--- config.mk ---
export PLATFORM = sky130hd
export DESIGN_NAME = ysyx_25050141_lsu_flat
export DESIGN_NICKNAME = d
export VERILOG_FILES = /design/src/rtl/ysyx_25050141_lsu_if.sv /design/src/rtl/ysyx_25050141_lsu.sv /design/src/flat_wrapper.sv
export SDC_FILE = /design/constraint.sdc
export NUM_CORES = 1
export LEC_CHECK = 0
export BUFFER_PORTS_ARGS = -buffer_cell sky130_fd_sc_hd__buf_2
export CAP_MARGIN = 20
export CORE_MARGIN = 5
export CORE_UTILIZATION = 35
export DETAILED_ROUTE_END_ITERATION = 10
export HOLD_SLACK_MARGIN = 0.02
export PLACE_DENSITY_LB_ADDON = 0.2
export SLEW_MARGIN = 5
export SYNTH_ARGS = -nofsm -noshare
export SYNTH_HDL_FRONTEND = slang
export SYNTH_SLANG_ARGS = --single-unit
export TNS_END_PERCENT = 50
--- constraint.sdc ---
create_clock -name clk -period 3 [get_ports clk]
set_clock_uncertainty 0.2 [all_clocks]
set_input_delay 0.15 -clock clk [delete_from_list [all_inputs] [get_ports clk]]
set_output_delay 0.15 -clock clk [all_outputs]
set_load 0.02 [all_outputs]
--- src/rtl/ysyx_25050141_lsu_if.sv ---
// Memory-side bus of the load/store unit: a request channel carrying a
// word-aligned address with byte strobes, and a response channel returning
// the read word. The LSU drives the master view, the memory the slave view.
interface ysyx_25050141_lsu_if;
   logic        mem_req_valid;
   logic        mem_req_ready;
   logic [31:0] mem_addr;
   logic        mem_wen;
   logic [3:0]  mem_wstrb;
   logic [31:0] mem_wdata;
   logic        mem_resp_valid;
   logic        mem_resp_ready;
   logic [31:0] mem_rdata;

   modport master (
      output mem_req_valid,
      input  mem_req_ready,
      output mem_addr,
      output mem_wen,
      output mem_wstrb,
      output mem_wdata,
      input  mem_resp_valid,
      output mem_resp_ready,
      input  mem_rdata
   );

   modport slave (
      input  mem_req_valid,
      output mem_req_ready,
      input  mem_addr,
      input  mem_wen,
      input  mem_wstrb,
      input  mem_wdata,
      output mem_resp_valid,
      input  mem_resp_ready,
      output mem_rdata
   );
endinterface

--- src/rtl/ysyx_25050141_lsu.sv ---
// Load/store unit: takes one memory op from EX, checks alignment, issues a
// single request on the memory bus, waits (bounded by TIMEOUT cycles) for the
// response, then presents one completion beat to the register-file write port.
// Only one op is ever in flight.
module ysyx_25050141_lsu #(
   parameter int TIMEOUT = 255
) (
   input  logic        clk,
   input  logic        rst,
   input  logic        ex_valid,
   output logic        ex_ready,
   input  logic [31:0] ex_addr,
   input  logic [31:0] ex_wdata,
   input  logic        ex_wen,
   input  logic [1:0]  ex_size,
   input  logic        ex_unsigned,
   input  logic [4:0]  ex_rd,
   ysyx_25050141_lsu_if.master mem,
   output logic        wb_valid,
   output logic        wb_we,
   output logic [4:0]  wb_rd,
   output logic [31:0] wb_data,
   output logic        wb_exc
);

   localparam logic [1:0] S_IDLE = 2'd0;
   localparam logic [1:0] S_REQ  = 2'd1;
   localparam logic [1:0] S_RESP = 2'd2;
   localparam logic [1:0] S_WB   = 2'd3;

   localparam logic [8:0] TIMEOUT_C = {1'b0, 8'(TIMEOUT)};

   logic [1:0]  state_q, state_d;
   logic [31:0] addr_q, addr_d;
   logic [31:0] wdata_q, wdata_d;
   logic        wen_q, wen_d;
   logic [1:0]  size_q, size_d;
   logic        unsigned_q, unsigned_d;
   logic [4:0]  rd_q, rd_d;
   logic [7:0]  cnt_q, cnt_d;
   logic [31:0] wb_data_q, wb_data_d;
   logic        wb_exc_q, wb_exc_d;

   logic        ex_misaligned;
   logic [3:0]  store_strb;
   logic [31:0] store_lanes;
   logic [31:0] load_shifted;
   logic [31:0] load_data;
   logic [7:0]  cnt_inc;
   logic        timeout_hit;
   logic        in_req;
   logic        in_wb;

   // Alignment check on the incoming op; size 11 is never legal.
   always_comb begin
      ex_misaligned = 1'b0;
      case (ex_size)
         2'b00:   ex_misaligned = 1'b0;
         2'b01:   ex_misaligned = ex_addr[0];
         2'b10:   ex_misaligned = (ex_addr[1:0] != 2'b00);
         default: ex_misaligned = 1'b1;
      endcase
   end

   // Byte strobes and lane replication for the captured store.
   always_comb begin
      store_strb  = 4'b0000;
      store_lanes = 32'd0;
      case (size_q)
         2'b00: begin
            store_strb  = 4'b0001 << addr_q[1:0];
            store_lanes = {4{wdata_q[7:0]}};
         end
         2'b01: begin
            store_strb  = 4'b0011 << addr_q[1:0];
            store_lanes = {2{wdata_q[15:0]}};
         end
         default: begin
            store_strb  = 4'b1111;
            store_lanes = wdata_q;
         end
      endcase
   end

   // Pick the addressed bytes out of the read word and extend them to 32 bits.
   always_comb begin
      load_shifted = mem.mem_rdata >> {addr_q[1:0], 3'b000};
      load_data    = load_shifted;
      case (size_q)
         2'b00:   load_data = {{24{~unsigned_q & load_shifted[7]}}, load_shifted[7:0]};
         2'b01:   load_data = {{16{~unsigned_q & load_shifted[15]}}, load_shifted[15:0]};
         default: load_data = load_shifted;
      endcase
   end

   // Response-wait counter: saturating increment, and the abort condition
   // fires on the cycle the counter would reach TIMEOUT.
   always_comb begin
      cnt_inc     = (cnt_q == 8'hFF) ? cnt_q : cnt_q + 8'd1;
      timeout_hit = ({1'b0, cnt_q} + 9'd1) >= TIMEOUT_C;
   end

   // Next-state logic: capture the op on accept, walk IDLE/REQ/RESP/WB and
   // latch the completion data and exception flag on the way into WB.
   always_comb begin
      state_d    = state_q;
      addr_d     = addr_q;
      wdata_d    = wdata_q;
      wen_d      = wen_q;
      size_d     = size_q;
      unsigned_d = unsigned_q;
      rd_d       = rd_q;
      cnt_d      = cnt_q;
      wb_data_d  = wb_data_q;
      wb_exc_d   = wb_exc_q;
      case (state_q)
         S_IDLE: begin
            if (ex_valid) begin
               addr_d     = ex_addr;
               wdata_d    = ex_wdata;
               wen_d      = ex_wen;
               size_d     = ex_size;
               unsigned_d = ex_unsigned;
               rd_d       = ex_rd;
               wb_data_d  = 32'd0;
               wb_exc_d   = ex_misaligned;
               state_d    = ex_misaligned ? S_WB : S_REQ;
            end
         end
         S_REQ: begin
            if (mem.mem_req_ready) begin
               state_d = S_RESP;
               cnt_d   = 8'd0;
            end
         end
         S_RESP: begin
            if (mem.mem_resp_valid) begin
               state_d   = S_WB;
               wb_exc_d  = 1'b0;
               wb_data_d = wen_q ? 32'd0 : load_data;
            end else begin
               cnt_d = cnt_inc;
               if (timeout_hit) begin
                  state_d   = S_WB;
                  wb_exc_d  = 1'b1;
                  wb_data_d = 32'd0;
               end
            end
         end
         default: begin
            state_d = S_IDLE;
         end
      endcase
   end

   // State registers; reset drops any in-flight op and returns to IDLE.
   always_ff @(posedge clk or negedge rst) begin
      if (!rst) begin
         state_q    <= S_IDLE;
         addr_q     <= 32'd0;
         wdata_q    <= 32'd0;
         wen_q      <= 1'b0;
         size_q     <= 2'b00;
         unsigned_q <= 1'b0;
         rd_q       <= 5'd0;
         cnt_q      <= 8'd0;
         wb_data_q  <= 32'd0;
         wb_exc_q   <= 1'b0;
      end else begin
         state_q    <= state_d;
         addr_q     <= addr_d;
         wdata_q    <= wdata_d;
         wen_q      <= wen_d;
         size_q     <= size_d;
         unsigned_q <= unsigned_d;
         rd_q       <= rd_d;
         cnt_q      <= cnt_d;
         wb_data_q  <= wb_data_d;
         wb_exc_q   <= wb_exc_d;
      end
   end

   // Outputs are decoded from the state so everything idles at zero, and the
   // request fields stay stable for as long as the memory holds off ready.
   always_comb begin
      in_req              = (state_q == S_REQ);
      in_wb               = (state_q == S_WB);
      ex_ready            = (state_q == S_IDLE);
      mem.mem_req_valid   = in_req;
      mem.mem_addr        = in_req ? {addr_q[31:2], 2'b00} : 32'd0;
      mem.mem_wen         = in_req & wen_q;
      mem.mem_wstrb       = (in_req & wen_q) ? store_strb : 4'b0000;
      mem.mem_wdata       = (in_req & wen_q) ? store_lanes : 32'd0;
      mem.mem_resp_ready  = (state_q == S_RESP);
      wb_valid            = in_wb;
      wb_exc              = in_wb & wb_exc_q;
      wb_data             = in_wb ? wb_data_q : 32'd0;
      wb_rd               = in_wb ? rd_q : 5'd0;
      wb_we               = in_wb & ~wb_exc_q & ~wen_q & (rd_q != 5'd0);
   end

endmodule

--- src/flat_wrapper.sv ---
// flat-port wrapper written by rule: the top's interface ports become plain ports
module ysyx_25050141_lsu_flat 
#(
   parameter int TIMEOUT = 255
)
  (clk, rst, ex_valid, ex_ready, ex_addr, ex_wdata, ex_wen, ex_size, ex_unsigned, ex_rd, wb_valid, wb_we, wb_rd, wb_data, wb_exc, mem_mem_req_valid, mem_mem_req_ready, mem_mem_addr, mem_mem_wen, mem_mem_wstrb, mem_mem_wdata, mem_mem_resp_valid, mem_mem_resp_ready, mem_mem_rdata);
  ysyx_25050141_lsu_if mem_i ();
  input  logic clk;
  input  logic rst;
  input  logic ex_valid;
  output logic ex_ready;
  input  logic [31:0] ex_addr;
  input  logic [31:0] ex_wdata;
  input  logic ex_wen;
  input  logic [1:0] ex_size;
  input  logic ex_unsigned;
  input  logic [4:0] ex_rd;
  output logic wb_valid;
  output logic wb_we;
  output logic [4:0] wb_rd;
  output logic [31:0] wb_data;
  output logic wb_exc;
  output wire logic [$bits(mem_i.mem_req_valid)-1:0] mem_mem_req_valid;
  input wire logic [$bits(mem_i.mem_req_ready)-1:0] mem_mem_req_ready;
  output wire logic [$bits(mem_i.mem_addr)-1:0] mem_mem_addr;
  output wire logic [$bits(mem_i.mem_wen)-1:0] mem_mem_wen;
  output wire logic [$bits(mem_i.mem_wstrb)-1:0] mem_mem_wstrb;
  output wire logic [$bits(mem_i.mem_wdata)-1:0] mem_mem_wdata;
  input wire logic [$bits(mem_i.mem_resp_valid)-1:0] mem_mem_resp_valid;
  output wire logic [$bits(mem_i.mem_resp_ready)-1:0] mem_mem_resp_ready;
  input wire logic [$bits(mem_i.mem_rdata)-1:0] mem_mem_rdata;
  assign mem_mem_req_valid = mem_i.mem_req_valid;
  assign mem_i.mem_req_ready = mem_mem_req_ready;
  assign mem_mem_addr = mem_i.mem_addr;
  assign mem_mem_wen = mem_i.mem_wen;
  assign mem_mem_wstrb = mem_i.mem_wstrb;
  assign mem_mem_wdata = mem_i.mem_wdata;
  assign mem_i.mem_resp_valid = mem_mem_resp_valid;
  assign mem_mem_resp_ready = mem_i.mem_resp_ready;
  assign mem_i.mem_rdata = mem_mem_rdata;
  ysyx_25050141_lsu #(.TIMEOUT(TIMEOUT)) u_core (.clk(clk), .rst(rst), .ex_valid(ex_valid), .ex_ready(ex_ready), .ex_addr(ex_addr), .ex_wdata(ex_wdata), .ex_wen(ex_wen), .ex_size(ex_size), .ex_unsigned(ex_unsigned), .ex_rd(ex_rd), .mem(mem_i), .wb_valid(wb_valid), .wb_we(wb_we), .wb_rd(wb_rd), .wb_data(wb_data), .wb_exc(wb_exc));
endmodule
==> results_dict.tcl <==
set metrics [dict create \
    setup_tns_ns 0 \
    setup_viol 0 \
    final_net_count 1026 \
    grt_max_degree 54 \
    routed_wl_um 19770 \
    gp_congestion 0.8079 \
    crit_type "flip-flop to flip-flop" \
    grt_setup_unrepaired "false" \
    p_leak_nw 4.730 \
    hold_class "input pin to async pin" \
    overflow 0 \
    worst_path_max_delay_cell "dfrtp_1" \
    power_frac_seq_pct 31.8 \
    busiest_layer "met2" \
    synth.area.top_cells "dfrtp_1, mux2_2, and2_1" \
    power.density_mw_per_mm2 922.3 \
    dieArea_sq_mm 0.02154 \
    max_freq_mhz 385.9 \
    clockBufferDepth 2 \
    drc 0 \
    cts_tree "done" \
    synth_top_cell_by_area "dfrtp_1" \
    drive_above_1_share_pct 42.04 \
    yosysSeqAreaShare_pct 44.33 \
    dpl.cell_count 1035 \
    drt_iter0_markers 267 \
    cp_slowest_stage_delay_ns 0.47 \
    finalHoldViolCount 0 \
    synth_edf_count 0 \
    drv_slew 0 \
    die-height_um 146.8 \
    crit_path_max_fanout 33 \
    initial_core_util_pct 35.24 \
    netlist_instances 608 \
    period_share_pct 86.38 \
    cp-start-kind "flip-flop" \
    synth_top_cell_area_share_pct 44.33 \
    cts_buffers 17 \
    fin_util_pct 50.35 \
    insertion_delay_ns 0.41 \
    h-tree-depth 4 \
    ant_nets 0 \
    p_int_mw 5.216 \
    cts_sinks 116 \
    grt_pass1_vias 5995 \
    status "complete, no violations" \
    sw_frac_of_total_pct 39.54 \
    power_frac_comb_pct 46.8 \
    n_fill_cell 1725 \
    met1_usage_pct 23.50 \
    avgRoutedWirePerCell_um 17.06 \
    crit_chain "ha_1 -> nand3_2 -> or3_1 -> a211oi_2 -> o2bb2ai_4 -> buf_12 -> mux2_4" \
    ios 222 \
    use_met3_pct 5.922 \
    syn_to_final_growth_pct 42.88 \
    via_per_inst 4.852 \
    power.clock.fraction_pct 21.4 \
    cp-end-kind "flip-flop" \
    required_ns 3.09 \
    slew_headroom_pct 52.19 \
    yosysWarningCount 0 \
    worst_slack_ns 0.4086 \
    layout_min_cycle_time_ns 2.591 \
    dp_hpwl_um 14000 \
    synth_common_cells "dfrtp_1, mux2_2, and2_1" \
    drt_pass1_iterations 4 \
    grt_pass1_wl_um 31870 \
    crit_arrival_ns 2.69 \
    async_reset_ff_share_pct 100.0 \
    antenna_found_initial 2 \
    cts.clk_slew.worst_paths_ns 0.06 \
    place_ws_ns 0.4497 \
    netlist_area_sq_mm 0.006548 \
    synth_most_common_cell "dfrtp_1" \
    p_sw_mw 3.412 \
    ys_ff_latch 116 \
    die_x_um 146.8 \
    peakVddDrop_mv 0.4482 \
    final_cells 1159 \
    coreArea_sq_mm 0.01858 \
    grt_use_total_pct 18.37 \
    synth.avg_cell_area_sq_um 10.77 \
    cts-resized-gates 0 \
    grt_use_met2_pct 30.03 \
    row_count 50 \
    yosys_most_used_dff "dfrtp_1" \
    cts_root_buffer "clkbuf_16" \
    maxCapViolations 0 \
    vias 5624 \
    worst_pin_slew_ns 0.7111 \
    portBuffers 219 \
    synth_cell_type_count 50 \
]
flip-flops by register name, summed over array words and instances (netlist names):
register,count
u_core.wb_data_q,32
u_core.addr_q,32
u_core.unsigned_q,1
u_core.size_q,2
u_core.wdata_q,32
u_core.state_q,2
u_core.wb_exc_q,1
u_core.cnt_q,8
u_core.wen_q,1
u_core.rd_q,5
cell usage in the layout (no fill, tap or decap), types with 16 or more instances in the layout:
| cell | instances |
|---|---|
| clkbuf_16 | 17 |
| buf_2 | 218 |
| a21oi_1 | 30 |
| mux2i_1 | 30 |
| buf_4 | 16 |
| nor2_1 | 44 |
| and2_1 | 69 |
| mux2_4 | 28 |
| o21ai_0 | 20 |
| mux2_2 | 84 |
| dlygate4sd3_1 | 90 |
| dfrtp_1 | 116 |
| nand2_1 | 44 |
power by group through the flow:
stage	sequential, mW	clock [mW]	combinational (mW)
after floorplan	2.54	0	3.05
final	2.74	1.85	4.04
after global routing	2.84	1.98	4.42
after global placement	2.75	0	3.95
after CTS	2.74	1.90	4.09
after detailed placement	2.76	0	3.97
stage by stage:
stage                     instance area [sq um]  hold WS [ns]  power (mW)
after floorplan                            6551       -0.3456       5.589
after global placement                     7908      -0.06895       6.699
after detailed placement                   7908      -0.06817       6.736
after CTS                                  9350       0.02998       8.726
after global routing                       9355       0.05313       9.230
final                                      9355       0.03012       8.628
worst max-delay path: cells and delay by family, from the launching register on:
family | cells | cell delay (ns)
and+or+nand+nor | 2 | 0.50
DFF | 1 | 0.47
AOI/OAI and AO/OA | 2 | 0.47
muxes | 1 | 0.32
adders and majority gates | 1 | 0.28
buffers and inverters | 1 | 0.21
what timing repair did:
action,CTS,global route
hold endpoints to repair,187,0
buffers inserted,0,0
hold buffers,90,0
metal layers:
metal | up-vias | share of wire, %
met2 | 183 | 48
met1 | 2691 | 43
met4 | 0 | 1.3
li1 | 2728 | -
met3 | 22 | 7.6
met5 | - | 0
cell families (layout without fill, tap and decap cells):
logic type / after synthesis / count (layout) / synth area share [%]
AO/OA/AOI/OAI: 90 / 90 / 9.001
multiplexers: 144 / 144 / 26.14
AND/OR/NAND/NOR: 193 / 193 / 15.19
flip-flops: 116 / 116 / 44.33
other: 1 / 4 / 0.05727
buffers and inverters: 56 / 370 / 3.860
adder cells (fa/ha/maj): 6 / 6 / 1.147
XOR/XNOR: 2 / 2 / 0.2676
cell type report:
class / instances / area, sq um / share of cell area [%]
Sequential cell: 116 / 2903 / 31.03
Multi-Input combinational cell: 437 / 3416 / 36.51
Timing Repair Buffer: 326 / 2152 / 23.00
Antenna cell: 2 / 5.005 / 0.05350
Clock buffer: 21 / 460.4 / 4.922
Clock inverter: 11 / 81.33 / 0.8693
Tap cell: 234 / 292.8 / 3.130
Inverter: 12 / 45.04 / 0.4815
final timing paths:
check                                                    from                         endpoint  slack, ns  cells after the start
worst min register to register  u_core.addr_q[24]$_DFFE_PN0P_    u_core.addr_q[24]$_DFFE_PN0P_       0.30                      1
max in group asynchronous                                 rst   u_core.wdata_q[31]$_DFFE_PN0P_       1.77                      3
worst min-delay path                                      rst  u_core.wb_data_q[5]$_DFFE_PN0P_       0.03                      2
min in group clk                           mem_mem_resp_valid      u_core.wb_exc_q$_DFFE_PN0P_       0.05                      4
worst max-delay path              u_core.cnt_q[0]$_DFFE_PN0P_  u_core.wb_data_q[8]$_DFFE_PN0P_       0.41                      7
worst max register to register    u_core.cnt_q[0]$_DFFE_PN0P_  u_core.wb_data_q[8]$_DFFE_PN0P_       0.41                      7
No activity file was read; power rests on OpenSTA's default activity.
